==> src/rtl/oclib_uart_rx_if.sv <==
// oclib_uart_rx_if: valid/ready byte stream from the UART receiver to its consumer.
// master = receiver side (drives data/valid), slave = consumer side (drives ready).
interface oclib_uart_rx_if;
  logic [7:0] rxData;
  logic       rxValid;
  logic       rxReady;

  modport master (output rxData, output rxValid, input rxReady);
  modport slave  (input rxData, input rxValid, output rxReady);
endinterface

==> src/rtl/oclib_uart_rx.sv <==
// oclib_uart_rx: UART receiver (8N1, optional even parity) with a small output FIFO.
// Optional feature macro: OCLIB_UART_RX_PARITY_EN adds a 9th even-parity bit before stop.
module oclib_uart_rx #(
  parameter int unsigned ClockHz    = 100000000,
  parameter int unsigned Baud       = 115200,
  parameter int unsigned SyncCycles = 3,
  parameter int unsigned FifoDepth  = 4
) (
  input  logic            clock,
  input  logic            resetn,
  input  logic            rx,
  oclib_uart_rx_if.master out_if,
  output logic            busy,
  output logic            framingError,
  output logic            overflowError,
  output logic            parityError
);
  localparam int unsigned CyclesPerBit = (ClockHz + Baud / 2) / Baud;
  localparam int unsigned TimerW       = $clog2(CyclesPerBit);
  localparam int unsigned FifoAw       = $clog2(FifoDepth);
  localparam int unsigned CountW       = FifoAw + 1;
  localparam logic [TimerW-1:0] TimerLast = TimerW'(CyclesPerBit - 1);
  // Preload so the first sample lands half a bit after the falling edge.
  localparam logic [TimerW-1:0] TimerHalf = TimerW'(CyclesPerBit - 1 - CyclesPerBit / 2);

  typedef enum logic [2:0] {
    StIdle, StStart, StData, StStop, StBreak
`ifdef OCLIB_UART_RX_PARITY_EN
    , StParity
`endif
  } state_e;

  logic [SyncCycles-1:0] sync_q;
  logic                  rxs, rxs_prev_q;
  state_e                state_q, state_d;
  logic [TimerW-1:0]     timer_q, timer_d;
  logic [2:0]            bit_idx_q, bit_idx_d;
  logic [7:0]            shift_q, shift_d;
  logic                  tick, push, framing_d, framing_q, overflow_d, overflow_q;
`ifdef OCLIB_UART_RX_PARITY_EN
  logic                  par_bad_q, par_bad_d, parity_err_q, parity_err_d;
`endif

  assign rxs  = sync_q[SyncCycles-1];
  assign tick = (timer_q == TimerLast);
  assign busy = (state_q != StIdle);

  // Input synchronizer plus one-cycle history for falling-edge detection.
  always_ff @(posedge clock) begin
    if (!resetn) begin
      sync_q     <= '1;
      rxs_prev_q <= 1'b1;
    end else begin
      sync_q     <= {sync_q[SyncCycles-2:0], rx};
      rxs_prev_q <= rxs;
    end
  end

  // Receive FSM next-state, bit timer and shift register.
  always_comb begin
    state_d   = state_q;
    timer_d   = timer_q;
    bit_idx_d = bit_idx_q;
    shift_d   = shift_q;
    push      = 1'b0;
    framing_d = 1'b0;
`ifdef OCLIB_UART_RX_PARITY_EN
    par_bad_d    = par_bad_q;
    parity_err_d = 1'b0;
`endif
    if (state_q != StIdle && state_q != StBreak) begin
      timer_d = tick ? '0 : timer_q + 1'b1;
    end
    unique case (state_q)
      StIdle: begin
        if (rxs_prev_q && !rxs) begin
          state_d = StStart;
          timer_d = TimerHalf;
`ifdef OCLIB_UART_RX_PARITY_EN
          par_bad_d = 1'b0;
`endif
        end
      end
      StStart: begin
        if (tick) begin
          // A start bit that is high again at mid-bit was a glitch.
          if (!rxs) begin
            state_d   = StData;
            bit_idx_d = 3'd0;
          end else begin
            state_d = StIdle;
          end
        end
      end
      StData: begin
        if (tick) begin
          shift_d[bit_idx_q] = rxs;
          bit_idx_d          = bit_idx_q + 3'd1;
          if (bit_idx_q == 3'd7) begin
`ifdef OCLIB_UART_RX_PARITY_EN
            state_d = StParity;
`else
            state_d = StStop;
`endif
          end
        end
      end
`ifdef OCLIB_UART_RX_PARITY_EN
      StParity: begin
        if (tick) begin
          par_bad_d = (rxs != ^shift_q);
          state_d   = StStop;
        end
      end
`endif
      StStop: begin
        if (tick) begin
          if (rxs) begin
`ifdef OCLIB_UART_RX_PARITY_EN
            if (par_bad_q) parity_err_d = 1'b1;
            else
`endif
            push = 1'b1;
            state_d = StIdle;
          end else begin
            framing_d = 1'b1;
            state_d   = StBreak;
          end
        end
      end
      StBreak: begin
        // Hold here while the line stays low so a break yields one framing error.
        if (rxs) state_d = StIdle;
      end
      default: state_d = StIdle;
    endcase
  end

  // FSM state and error-pulse registers.
  always_ff @(posedge clock) begin
    if (!resetn) begin
      state_q    <= StIdle;
      timer_q    <= '0;
      bit_idx_q  <= '0;
      shift_q    <= '0;
      framing_q  <= 1'b0;
      overflow_q <= 1'b0;
`ifdef OCLIB_UART_RX_PARITY_EN
      par_bad_q    <= 1'b0;
      parity_err_q <= 1'b0;
`endif
    end else begin
      state_q    <= state_d;
      timer_q    <= timer_d;
      bit_idx_q  <= bit_idx_d;
      shift_q    <= shift_d;
      framing_q  <= framing_d;
      overflow_q <= overflow_d;
`ifdef OCLIB_UART_RX_PARITY_EN
      par_bad_q    <= par_bad_d;
      parity_err_q <= parity_err_d;
`endif
    end
  end

  assign framingError  = framing_q;
  assign overflowError = overflow_q;
`ifdef OCLIB_UART_RX_PARITY_EN
  assign parityError = parity_err_q;
`else
  assign parityError = 1'b0;
`endif

  // Output FIFO.
  logic [7:0]        mem_q [FifoDepth];
  logic [FifoAw-1:0] wr_ptr_q, rd_ptr_q;
  logic [CountW-1:0] count_q;
  logic [7:0]        last_q;
  logic              empty, full, pop, wr_en;

  assign empty      = (count_q == '0);
  assign full       = (count_q == CountW'(FifoDepth));
  assign pop        = !empty && out_if.rxReady;
  // A pop in the same cycle frees the slot, so a full FIFO can still accept.
  assign wr_en      = push && (!full || pop);
  assign overflow_d = push && full && !pop;

  assign out_if.rxValid = !empty;
  assign out_if.rxData  = empty ? last_q : mem_q[rd_ptr_q];

  // FIFO storage; no reset needed since entries are only read when valid.
  always_ff @(posedge clock) begin
    if (wr_en) mem_q[wr_ptr_q] <= shift_q;
  end

  // FIFO pointers, occupancy and last-popped byte.
  always_ff @(posedge clock) begin
    if (!resetn) begin
      wr_ptr_q <= '0;
      rd_ptr_q <= '0;
      count_q  <= '0;
      last_q   <= '0;
    end else begin
      if (wr_en) wr_ptr_q <= wr_ptr_q + 1'b1;
      if (pop) begin
        rd_ptr_q <= rd_ptr_q + 1'b1;
        last_q   <= mem_q[rd_ptr_q];
      end
      if (wr_en && !pop) count_q <= count_q + 1'b1;
      else if (!wr_en && pop) count_q <= count_q - 1'b1;
    end
  end
endmodule

==> src/flat_wrapper.sv <==
// flat-port wrapper written by rule: the top's interface ports become plain ports
module oclib_uart_rx_flat 
#(
  parameter int unsigned ClockHz    = 100000000,
  parameter int unsigned Baud       = 115200,
  parameter int unsigned SyncCycles = 3,
  parameter int unsigned FifoDepth  = 4
)
  (clock, resetn, rx, busy, framingError, overflowError, parityError, out_if_rxData, out_if_rxValid, out_if_rxReady);
  oclib_uart_rx_if out_if_i ();
  input  logic clock;
  input  logic resetn;
  input  logic rx;
  output logic busy;
  output logic framingError;
  output logic overflowError;
  output logic parityError;
  output wire logic [$bits(out_if_i.rxData)-1:0] out_if_rxData;
  output wire logic [$bits(out_if_i.rxValid)-1:0] out_if_rxValid;
  input wire logic [$bits(out_if_i.rxReady)-1:0] out_if_rxReady;
  assign out_if_rxData = out_if_i.rxData;
  assign out_if_rxValid = out_if_i.rxValid;
  assign out_if_i.rxReady = out_if_rxReady;
  oclib_uart_rx #(.ClockHz(ClockHz), .Baud(Baud), .SyncCycles(SyncCycles), .FifoDepth(FifoDepth)) u_core (.clock(clock), .resetn(resetn), .rx(rx), .out_if(out_if_i), .busy(busy), .framingError(framingError), .overflowError(overflowError), .parityError(parityError));
endmodule
==> config.mk <==
export PLATFORM = sky130hd
export DESIGN_NAME = oclib_uart_rx_flat
export DESIGN_NICKNAME = d
export VERILOG_FILES = /design/src/rtl/oclib_uart_rx_if.sv /design/src/rtl/oclib_uart_rx.sv /design/src/flat_wrapper.sv
export SDC_FILE = /design/constraint.sdc
export NUM_CORES = 1
export LEC_CHECK = 0
export BUFFER_PORTS_ARGS = -buffer_cell sky130_fd_sc_hd__buf_2
export CAP_MARGIN = 20
export CELL_PAD_IN_SITES_DETAIL_PLACEMENT = 0
export CELL_PAD_IN_SITES_GLOBAL_PLACEMENT = 1
export CORE_MARGIN = 5
export CORE_UTILIZATION = 53
export DETAILED_ROUTE_END_ITERATION = 7
export MAX_ROUTING_LAYER = met4
export PLACE_DENSITY_LB_ADDON = 0.2
export SYNTH_ARGS = -nofsm -noshare
export SYNTH_HDL_FRONTEND = slang
export SYNTH_SLANG_ARGS = --single-unit
==> constraint.sdc <==
create_clock -name clock -period 5.15 [get_ports clock]
set_clock_uncertainty 0.15 [all_clocks]
set_input_delay 1.03 -clock clock [delete_from_list [all_inputs] [get_ports clock]]
set_output_delay 1.03 -clock clock [all_outputs]
set_load 0.05 [all_outputs]
==> metrics <==
status finished clean; largest fanout on the critical path 8; clk slew on worst S/H paths 0.08 ns; Setup crit start kind flip-flop; vias between 2000 and 2500; PD cells 294 nW/µm²; IO buf count 15; clk sink count 79; CTS Buffer Depth 2; fin crit period about 3.3 ns; Final GP Congestion 0.757; root buffer cell clkbuf_8; Setup violations, final 0; CP Capture Type primary output; Post-CTS Hold Fix Bufs 0; PnR Total Power 1070 µW; GR Util met3 3.09%; met1 Track Usage GR 20.6%; Core ar. approximately 6300 µm²; Crit path buffers/inverters 1; period utilization 63.7%; Max VDD drop 0.194 mV; fmax roughly 310 MHz; vias in the first global route 2109; design area 3650 µm²; post-synthesis register bit count 79; Starting Density 54.1%; Die Area 8110 µm²; H-tree Lvls 3; Die Width 90.0 µm; sequential share of the synthesized area 56.0%; pin count of the biggest net entering global routing 30; GR Layer Usage met2 25.6%; Diodes inserted 0; Post-route DRC 0; Post-synth EDFFs 32; first-pass GRT wire length 10.4 mm; worst endpoint required time 3.97 ns; Area Growth Syn to Fin 7.67%; Setup CP Type flip-flop to primary output; Mapped Cells 290; initial DRC count 139; family with the most delay on the worst path multiplexers; Lkg Pwr about 0.0014 µW; Mapped Area 3390 µm²; initial antenna violation count 0; commonest non-fill, non-tap cell in the layout dfxtp_1; FF-to-FF path depth 10; CTS buffer count 9; Hold Vio Cnt, Final 0; launch point of the worst reg-to-reg path u_core.timer_q[0]$_SDFF_PN0_; Post-Syn Nets between 300 and 400; Slew headroom 33.7%; Pre-antenna DRT Iters 4; final wirelength ~6.1 mm; top_reg_cell synth dfxtp_1; Critical Path Sink out_if_rxData[5]; Layout Nets 312; slowest stage delay, CP 0.66 ns; Setup TNS 0 ns; DP Area 3480 µm²; WL/cell roughly 16 µm; GRT Max-Usage Layer met2; share of cells above drive strength 1 approximately 17%; HPWL Detailed roughly 4.1 mm; Slew Viols, Final 0; worst-path cell chain mux4_2 > mux2_2 > buf_2; IO Count 17; RR Endpoint u_core.count_q[2]$_SDFFE_PN0P_; row cnt 29; YS warnings 0; Post CTS Setup Buffer Count 0; CTS tree done; post-CTS sizing 0; RSZ-0062 raised after global routing false; Netlist cell types 47; critical path's slowest cell dfxtp_1; max-cap violations 0; R2R Setup Slk 2.42 ns; worst hold path type flip-flop to flip-flop; die height 90.0 µm; most frequent cells in the layout dfxtp_1, edfxtp_1, nand2_1; WP depth 3; DRT antenna net count 0; global route total overflow 0; Syn Area/Cell roughly 12 µm²; vias per cell approximately 5.6; Worst-Skew Late Latency 0.33 ns; Worst Max-Slew Pin Slew 0.986 ns; Worst Path Arrival roughly 2.1 ns; global-route usage over all layers between 10% and 20%; ys async rst share 0%
-- layer usage --
metal,wire [µm],vias up
met4,14,0
met5,0,-
met1,2910,1023
met2,3020,30
li1,-,1076
met3,172,2
-- power breakdown --
| part | internal [µW] | switching (µW) |
|---|---|---|
| logic | 5.57 | 14.4 |
| clock network | 175 | 227 |
| registers | 648 | 4.40 |
-- worst register-to-register path, delay by kind of cell (launching register included) --
family,cells,cell delay [ns]
xor+xnor,1,0.16
compound gates,1,0.13
fa+ha+maj,3,0.79
buf+inv,1,0.06
simple gates,4,0.97
flops,1,0.39
-- synthesized netlist by cell type, types with 4 or more instances --
master / number / area, µm²
and3_1: 7 / 43.8
o21ai_0: 6 / 30.0
mux2i_1: 10 / 100
nand3_1: 7 / 35.0
xor2_1: 7 / 61.3
nor3_1: 4 / 20.0
inv_1: 5 / 18.8
dfxtp_1: 47 / 941
and3b_1: 4 / 35.0
nand2_1: 30 / 113
edfxtp_1: 32 / 961
nor2_1: 23 / 86.3
clkbuf_1: 7 / 26.3
mux2_2: 8 / 90.1
ha_1: 8 / 100
nand4_1: 10 / 62.6
nand2b_1: 4 / 25.0
xnor2_1: 5 / 43.8
buf_2: 6 / 30.0
mux4_2: 8 / 180
a21oi_1: 17 / 85.1
-- flip-flops by register name, indices dropped and copies added (netlist names), named ones only --
register,cells
u_core.rd_ptr_q,2
u_core.rxs_prev_q,1
u_core.timer_q,10
u_core.sync_q,3
u_core.wr_ptr_q,2
u_core.shift_q,8
u_core.count_q,3
u_core.overflowError,1
u_core.mem_q,32
u_core.state_q,3
u_core.bit_idx_q,3
u_core.last_q,8
u_core.framingError,1
-- cell type report --
type	count	area, µm²
well taps	77	96.3
inverters	6	22.5
multi-input cells	188	1390
fillers	546	2620
flip-flops and latches	79	1900
repair buffers	15	75.1
clock buffers	9	124
clock inverters	7	47.5
-- worst min-delay path by stage --
stage / start / end / slack, ns / cells past startpoint
2_1_floorplan: u_core.sync_q[0]$_SDFF_PN1_ / u_core.sync_q[1]$_SDFF_PN1_ / 0.24 / 1
3_5_place_dp: u_core.sync_q[1]$_SDFF_PN1_ / u_core.sync_q[2]$_SDFF_PN1_ / 0.24 / 1
5_1_grt: u_core.sync_q[0]$_SDFF_PN1_ / u_core.sync_q[1]$_SDFF_PN1_ / 0.29 / 1
3_3_place_gp: u_core.sync_q[1]$_SDFF_PN1_ / u_core.sync_q[2]$_SDFF_PN1_ / 0.24 / 1
4_1_cts: u_core.sync_q[1]$_SDFF_PN1_ / u_core.sync_q[2]$_SDFF_PN1_ / 0.27 / 1
6_report: u_core.sync_q[0]$_SDFF_PN1_ / u_core.sync_q[1]$_SDFF_PN1_ / 0.26 / 1
-- kinds of logic (layout without fill, tap and decap cells) --
family | after synthesis | in the layout | share of synthesized area, %
mux | 26 | 26 | 10.9
compound gates | 35 | 35 | 6.23
simple gates | 105 | 105 | 17.0
buf+inv | 23 | 37 | 3.10
flops | 79 | 79 | 56.0
other cells | 1 | 1 | 0.110
fa+ha+maj | 9 | 9 | 3.54
xor+xnor | 12 | 12 | 3.10
-- metrics by stage --
| step | hold slack, ns | util, % | instances | setup slack [ns] |
|---|---|---|---|---|
| after floorplan | 0.236 | - | 290 | 2.26 |
| after global placement | 0.243 | 55.5 | 365 | 1.98 |
| after detailed placement | 0.242 | 55.5 | 365 | 1.94 |
| after CTS | 0.267 | 58.2 | 381 | 1.79 |
| after global routing | 0.287 | 58.2 | 381 | 1.70 |
| final | 0.262 | 58.2 | 381 | 1.87 |
Note: power is estimated with default switching activity, not from simulation.
